==> src/rtl/moxie_ifetch_wb.sv <==
// Wishbone instruction-fetch master feeding a DEPTH-entry prefetch FIFO; one word per clock under single-cycle acks.
// Ack to ins_valid_o takes 1 cycle; a new bus cycle only starts with a free FIFO slot, and a branch flushes everything.
module moxie_ifetch_wb #(
  parameter int ADDR_W = 32,
  parameter int DATA_W = 32,
  parameter int DEPTH = 4,
  parameter logic [ADDR_W-1:0] RESET_PC = 32'h00001000
) (
  input  logic                  clk_i,
  input  logic                  rst_i,
  input  logic                  branch_flag_i,
  input  logic [ADDR_W-1:0]     branch_target_i,
  input  logic                  ins_ready_i,
  output logic                  ins_valid_o,
  output logic [DATA_W-1:0]     ins_data_o,
  output logic [ADDR_W-1:0]     ins_addr_o,
  output logic                  ins_fault_o,
  output logic [ADDR_W-1:0]     wb_I_adr_o,
  output logic                  wb_I_cyc_o,
  output logic                  wb_I_stb_o,
  output logic                  wb_I_we_o,
  output logic [DATA_W/8-1:0]   wb_I_sel_o,
  input  logic [DATA_W-1:0]     wb_I_dat_i,
  input  logic                  wb_I_ack_i,
  input  logic                  wb_I_err_i
);
  localparam int BYTES = DATA_W / 8;
  localparam int PW = $clog2(DEPTH);
  localparam int CW = PW + 1;
  localparam logic [ADDR_W-1:0] STEP = ADDR_W'(BYTES);
  localparam logic [ADDR_W-1:0] ALIGN = ~ADDR_W'(BYTES - 1);
  localparam logic [CW-1:0] DEPTH_C = CW'(DEPTH);

  typedef enum logic [1:0] {IDLE, FETCH, DISCARD} state_t;

  state_t              state_q, state_d;
  logic                cyc_q, cyc_d;
  logic [ADDR_W-1:0]   adr_q, adr_d;
  logic [ADDR_W-1:0]   ptr_q, ptr_d;
  logic [PW-1:0]       wr_q, wr_d;
  logic [PW-1:0]       rd_q, rd_d;
  logic [CW-1:0]       cnt_q, cnt_d;
  logic [DATA_W-1:0]   mem_dat_q [DEPTH];
  logic [DATA_W-1:0]   mem_dat_d [DEPTH];
  logic [ADDR_W-1:0]   mem_adr_q [DEPTH];
  logic [ADDR_W-1:0]   mem_adr_d [DEPTH];
  logic                mem_err_q [DEPTH];
  logic                mem_err_d [DEPTH];

  logic open, term, push, pop;

  always_comb begin
    state_d   = state_q;
    ptr_d     = ptr_q;
    wr_d      = wr_q;
    rd_d      = rd_q;
    mem_dat_d = mem_dat_q;
    mem_adr_d = mem_adr_q;
    mem_err_d = mem_err_q;

    open = (state_q != IDLE);
    term = open & (wb_I_ack_i | wb_I_err_i);
    pop  = (cnt_q != '0) & ins_ready_i;
    // A word terminating alongside a branch belongs to the stale stream.
    push = (state_q == FETCH) & term & ~branch_flag_i;

    if (push) begin
      mem_dat_d[wr_q] = wb_I_dat_i;
      mem_adr_d[wr_q] = adr_q;
      mem_err_d[wr_q] = wb_I_err_i;
      wr_d            = wr_q + 1'b1;
      ptr_d           = adr_q + STEP;
    end
    if (pop) begin
      rd_d = rd_q + 1'b1;
    end
    cnt_d = cnt_q + CW'(push) - CW'(pop);

    if (branch_flag_i) begin
      wr_d  = '0;
      rd_d  = '0;
      cnt_d = '0;
      ptr_d = branch_target_i & ALIGN;
    end

    case (state_q)
      IDLE: begin
        if (branch_flag_i || (cnt_q < DEPTH_C)) state_d = FETCH;
      end
      FETCH: begin
        if (branch_flag_i)  state_d = term ? FETCH : DISCARD;
        else if (term)      state_d = (cnt_d < DEPTH_C) ? FETCH : IDLE;
      end
      DISCARD: begin
        if (term) state_d = FETCH;
      end
      default: state_d = IDLE;
    endcase

    // Address only moves when no cycle is left open across the edge.
    adr_d = (open && !term) ? adr_q : ptr_d;
    cyc_d = (state_d != IDLE);
  end

  always_ff @(posedge clk_i or posedge rst_i) begin
    if (rst_i) begin
      state_q <= IDLE;
      cyc_q   <= 1'b0;
      adr_q   <= RESET_PC;
      ptr_q   <= RESET_PC;
      wr_q    <= '0;
      rd_q    <= '0;
      cnt_q   <= '0;
      for (int i = 0; i < DEPTH; i++) begin
        mem_dat_q[i] <= '0;
        mem_adr_q[i] <= '0;
        mem_err_q[i] <= 1'b0;
      end
    end else begin
      state_q   <= state_d;
      cyc_q     <= cyc_d;
      adr_q     <= adr_d;
      ptr_q     <= ptr_d;
      wr_q      <= wr_d;
      rd_q      <= rd_d;
      cnt_q     <= cnt_d;
      mem_dat_q <= mem_dat_d;
      mem_adr_q <= mem_adr_d;
      mem_err_q <= mem_err_d;
    end
  end

  assign ins_valid_o = (cnt_q != '0);
  assign ins_data_o  = mem_dat_q[rd_q];
  assign ins_addr_o  = mem_adr_q[rd_q];
  assign ins_fault_o = mem_err_q[rd_q];
  assign wb_I_adr_o  = adr_q;
  assign wb_I_cyc_o  = cyc_q;
  assign wb_I_stb_o  = cyc_q;
  assign wb_I_we_o   = 1'b0;
  assign wb_I_sel_o  = '1;
endmodule
==> config.mk <==
export PLATFORM = sky130hd
export DESIGN_NAME = moxie_ifetch_wb
export DESIGN_NICKNAME = d
export VERILOG_FILES = /design/src/rtl/moxie_ifetch_wb.sv
export SDC_FILE = /design/constraint.sdc
export NUM_CORES = 1
export LEC_CHECK = 0
export BUFFER_PORTS_ARGS = -buffer_cell sky130_fd_sc_hd__buf_2
export CORE_MARGIN = 1.5
export CORE_UTILIZATION = 64
export CTS_BUF_LIST = sky130_fd_sc_hd__clkbuf_16
export CTS_CLUSTER_DIAMETER = 150
export DETAILED_ROUTE_END_ITERATION = 12
export PLACE_DENSITY = 0.86
export RECOVER_POWER = 25
export SYNTH_ARGS = -nofsm -noshare
export SYNTH_HDL_FRONTEND = slang
export SYNTH_SLANG_ARGS = --single-unit
export TNS_END_PERCENT = 10
==> constraint.sdc <==
create_clock -name clk_i -period 34.4 [get_ports clk_i]
set_input_delay 6.88 -clock clk_i [delete_from_list [all_inputs] [get_ports clk_i]]
set_output_delay 6.88 -clock clk_i [all_outputs]
set_load 0.02 [all_outputs]
* After elaboration in Yosys (flattened, before gate mapping)
Cells that the tools add are included.
** Cells by class
- Add/subtract/negate cells :: 5
- $lt $le $gt $ge :: 5
- Eq/ne operators :: 2
- Multiplexer cells :: 30
- Bitwise gates (word level) :: 8
- Reductions and logical operators :: 10
** Operators by type and width (number)
- $bwmux 128 :: 2
- $mux 32 :: 7
- $bmux 32 s2 :: 2
- $demux 32 s2 :: 1
- $add 32x3->32 const B :: 1
- $mux 2 :: 9
- $reduce_bool 2->1 :: 4
- $ge 3x3->1 const B :: 2
- $lt 3x3->1 const B :: 2
- $not 2->3 :: 2
- $pmux 2 s3 :: 1
- $add 2x1->2 const B :: 2
- $and 1x1->1 :: 4
- $bwmux 4 :: 1
- $mux 1 :: 4
- $add 3x1->3 :: 1
- $lt 3x1->1 const B :: 1
- $mux 3 :: 1
- $reduce_bool 3->1 :: 1
- $sub 3x1->3 :: 1
- $bmux 1 s2 :: 1
- $demux 1 s2 :: 1
- $eq 2x1->1 const B :: 1
- $eq 2x2->1 const B :: 1
- other kinds (6) :: 7
** Word-level totals
- Register bits :: 334
- Input bits :: 70
- Logic and storage cells :: 79

* Logic depth before layout (Yosys ltp)
- Word-level depth :: 13
- Gate-level depth with buffers :: 14
- Depth with buffers taken out :: 12

* Least setup slack after synthesis
No wires, ideal clock.
- Kind :: input port to flip-flop
- Start point :: input wb_I_err_i
- End point :: register cyc_q (netlist: wb_I_cyc_o)
- Arrival time :: 9.274 ns
- Path slack :: 24.999 ns
- Stages :: 14
- Path buffers :: 2
- Cells stage by stage :: nor2_4 > nor3_4 > inv_1 > clkbuf_1 > buf_2 > ha_1 > inv_1 > ha_1 > inv_1 > fa_1 > xnor2_1 > nand2_1 > o221a_2 > or2_2
** On the way
- Longest elaborated chain between the ends :: 13
- Elaborated cells between the ends (all ways) :: 15
- Classes of those cells :: add/sub: 2; order compare: 1; mux: 7; bitwise: 4; reduce/logical: 1
** Ends and longest elaborated chain
- from (decl) :: RTL line 25 : input logic wb_I_err_i
- $or 1x1->1 * :: RTL line 62 : term = open & (wb_I_ack_i | wb_I_err_i);
- $and 1x1->1 * :: RTL line 62
- $and 1x1->1 (2 in a row) :: RTL line 65 : push = (state_q == FETCH) & term & ~branch_flag_i;
- $add 3x1->3 :: RTL line 77 : cnt_d = cnt_q + CW'(push) - CW'(pop);
- $sub 3x1->3 :: RTL line 77
- $mux 3 :: RTL line 79 : if (branch_flag_i) begin
- $lt 3x3->1 :: RTL line 92 : else if (term) state_d = (cnt_d < DEPTH_C) ? FETCH : IDLE;
- $mux 1 :: RTL line 92
- $mux 2 :: RTL line 92
- $mux 2 :: RTL line 91 : if (branch_flag_i) state_d = term ? FETCH : DISCARD;
- $pmux 2 s3 * :: RTL line 86 : case (state_q)
- net state_d[0] :: RTL line 36 : state_t state_q, state_d;
- $reduce_bool 2->1 * :: RTL line 102 : cyc_d = (state_d != IDLE);
- net cyc_d :: RTL line 37 : logic cyc_q, cyc_d;
- to (signal assigned) :: RTL line 121 : cyc_q <= cyc_d;
- to (decl) :: RTL line 37
The timed path passes the listed nets; every way through them passes the cells marked *.
A chain may end at the register's enable or synchronous reset.

==> results.md <==
* Status: complete, but fails checks
* Failing checks: capacitance limit, slew limit
* # rows at 57
* Synthesized area at 16000 µm²
* Syn_area_per_cell at 15.0 µm²
* Clock Skews at 0.0150 ns
* DR WL/cell at 21.9 µm
* DRT Wirelength at 34000 µm
* GRT Total Usage at 27.2%
* Area share of the largest cell type after synthesis at 52.0%
* Fmax at 0.0767 GHz
* Grt met1 use at 37.3%
* CTS root buf: clkbuf_16
* #FFs+latches synth at 334
* Async SR Flop Fraction at 100%
* Final global-route overflow total at 0
* Setup TNS at 0 ns
* Final setup violating endpoints at 0
* Minimum clock period at 13.04 ns
* Share of layout cells above drive strength 1 at 47.4%
* CTS Sinks at 334
* Layout fillers at 1594
* Die area at 25900 µm²
* Placer Congestion at 0.800
* Gate Count Post-Synth at 1066
* CP Cell Sequence: buf_2 -> clkinvlp_2 -> clkbuf_1
* Total Power at 0.00162 W
* Routed Antenna Nets at 0
* Die Y at 161 µm
* Die W at 161 µm
* CTS tree: yes
* Max clock buf depth at 3
* CTS H-tree depth at 2
* Hold crit path type: reg -> reg
* Crit start category: input pin
* Hpwl dp at 20200 µm
* Period Utilization, post-route at 37.9%
* Inserted Clock Buffers at 36
* Worst-Skew Late Latency at 0.51 ns
* RSZ-0062 raised after global routing: no
* Cts-stage hold buffer count at 0
* Synth top cells by count: dfrtp_1 (332), mux2_2 (172), mux2_4 (100), mux4_2 (65), nand2_1 (43)
* Top-count cell post-synth: dfrtp_1
* Sequential area share after synthesis at 52.3%
* Fin. Hold Viols at 0
* Arr. time, crit path at 12.61 ns
* Final Max Tran Viols at 338
* Initial antenna violation count at 7
* Met3 Resource Use GR at 5.55%
* Iteration-0 DRC count of the detailed router at 655
* Initial core utilization at 65.5%
* DP Area at 16600 µm²
* DRC at 0
* Setup Fix Bufs, Post-CTS at 0
* Clk pin slew, worst setup/hold paths at 0.05 ns
* Max-slew headroom at -195%
* IR drop worst, VDD at 0.0659 mV
* Most Used Layer, Global Route: met2
* Drt pass-1 iters at 5
* Global-route wire length before repair at 55400 µm
* Yosys cell types at 69
* PortBufs at 167
* Largest net degree at the start of global routing at 96
* Tightest Pin Transition at 4.42 ns
* Met2 usage in global routing at 43.4%
* CP Class: in -> async
* CP max stage cell: clkbuf_1
* Vias in the first global route at 10300
* Power per Cell Area at 91.7 nW/µm²
* Critical Path Sink Type: asynchronous set/reset pin
* IO Count at 175
* Post-cts resize count at 0
* Number of max-cap violations at 5
* Crit path max fanout at 95
* Synth warn at 0
* CP Data Required Time at 33.97 ns
* Nets at 1274
* Dominant synthesized flop cell: dfrtp_1
* WHS at 0.500 ns
* Post-synth EDFFs at 0
* Vias post-DR at 9479
* Via/cell ratio at 6.12
* Final core occ at 72.3%
* Finished Cell Area at 17600 µm²
* Slowest Stage Delay on Critical Path at 3.25 ns
* Core ar. at 24400 µm²
* Dominant cells by area after synthesis: dfrtp_1 (52%), mux2_2 (12%), mux2_4 (9.4%)
* Cell taking the most area after synthesis: dfrtp_1
* Leak Pwr at 7.98 nW
* Area delta synth->final at 10.4%
registers in the layout, summed over array words and instances, names as in the netlist:
name / cells
ptr_q: 32
state_q: 2
mem_dat_q: 128
wr_q: 2
cnt_q: 3
mem_adr_q: 128
rd_q: 2
mem_err_q: 4
wb_I_adr_o: 32
wb_I_cyc_o: 1
kinds of logic (layout without fill, tap and decap cells):
logic type | Yosys count | count (layout) | synth area share, %
simple gates | 145 | 145 | 5.54
mux | 340 | 340 | 30.9
buf+inv | 102 | 253 | 4.61
xor+xnor | 27 | 27 | 1.53
flops | 334 | 334 | 52.3
other cells | 2 | 10 | 0.0470
fa+ha+maj | 8 | 8 | 0.673
compound gates | 108 | 108 | 4.43
metal layers:
layer | routed length [µm] | vias up
met2 | 16300 | 307
met1 | 14500 | 4942
met3 | 2080 | 82
met5 | 23 | -
li1 | - | 4144
met4 | 1110 | 4
cell usage in the layout (no fill, tap or decap), drive strengths merged, types with 4 or more instances in the layout:
master,synthesis,final
a21oi,25,25
a22oi,12,12
and2,6,6
and3,4,4
buf,74,158
clkbuf,13,55
clkinv,0,13
conb,2,5
dfrtp,332,332
diode,0,5
ha,7,7
inv,15,26
mux2,272,272
mux4,65,65
nand2,44,44
nand3,16,16
nand4,7,7
nor2,24,24
nor2b,9,9
nor3,14,14
nor3b,7,7
o21a,8,8
o21ai,39,39
o221ai,8,8
xnor2,15,15
xor2,12,12
where the power goes:
group          internal (W)  switching [W]
clock network      0.000193       0.000150
logic              0.000323       0.000275
registers          0.000549       0.000128
total               0.00107       0.000552
worst paths after layout:
| kind | start | endpoint | slack, ns | depth (start not counted) |
|---|---|---|---|---|
| max | rst_i | mem_adr_q[44] | 21.36 | 3 |
| min | mem_err_q[0] | mem_err_q[0] | 0.50 | 1 |
| max reg2reg | state_q[1] | wb_I_cyc_o | 30.29 | 12 |
| min reg2reg | mem_err_q[0] | mem_err_q[0] | 0.50 | 1 |
| max in group clk_i | branch_flag_i | wb_I_cyc_o | 22.62 | 13 |
| min in group asynchronous | rst_i | mem_dat_q[95] | 7.60 | 2 |
stage by stage:
stage	cells	setup WS [ns]
4_1_cts	1544	24.55
5_1_grt	1546	19.91
3_5_place_dp	1482	24.40
3_3_place_gp	1482	24.44
6_report	1549	21.36
2_1_floorplan	1069	18.27
worst max-delay path, delay by kind of cell:
kind     cells  cell delay (ns)
buf+inv      3             5.62
area by class of cell:
class | instances | area (µm²) | share of cell area, %
Sequential cell | 334 | 8370 | 47.4
Multi-Input combinational cell | 633 | 6900 | 39.1
Clock buffer | 37 | 926 | 5.25
Timing Repair Buffer | 176 | 873 | 4.95
Tap cell | 324 | 405 | 2.30
Clock inverter | 25 | 104 | 0.589
Inverter | 15 | 57.6 | 0.326
Antenna cell | 5 | 12.5 | 0.0709
No activity file was read; power rests on OpenSTA's default activity.
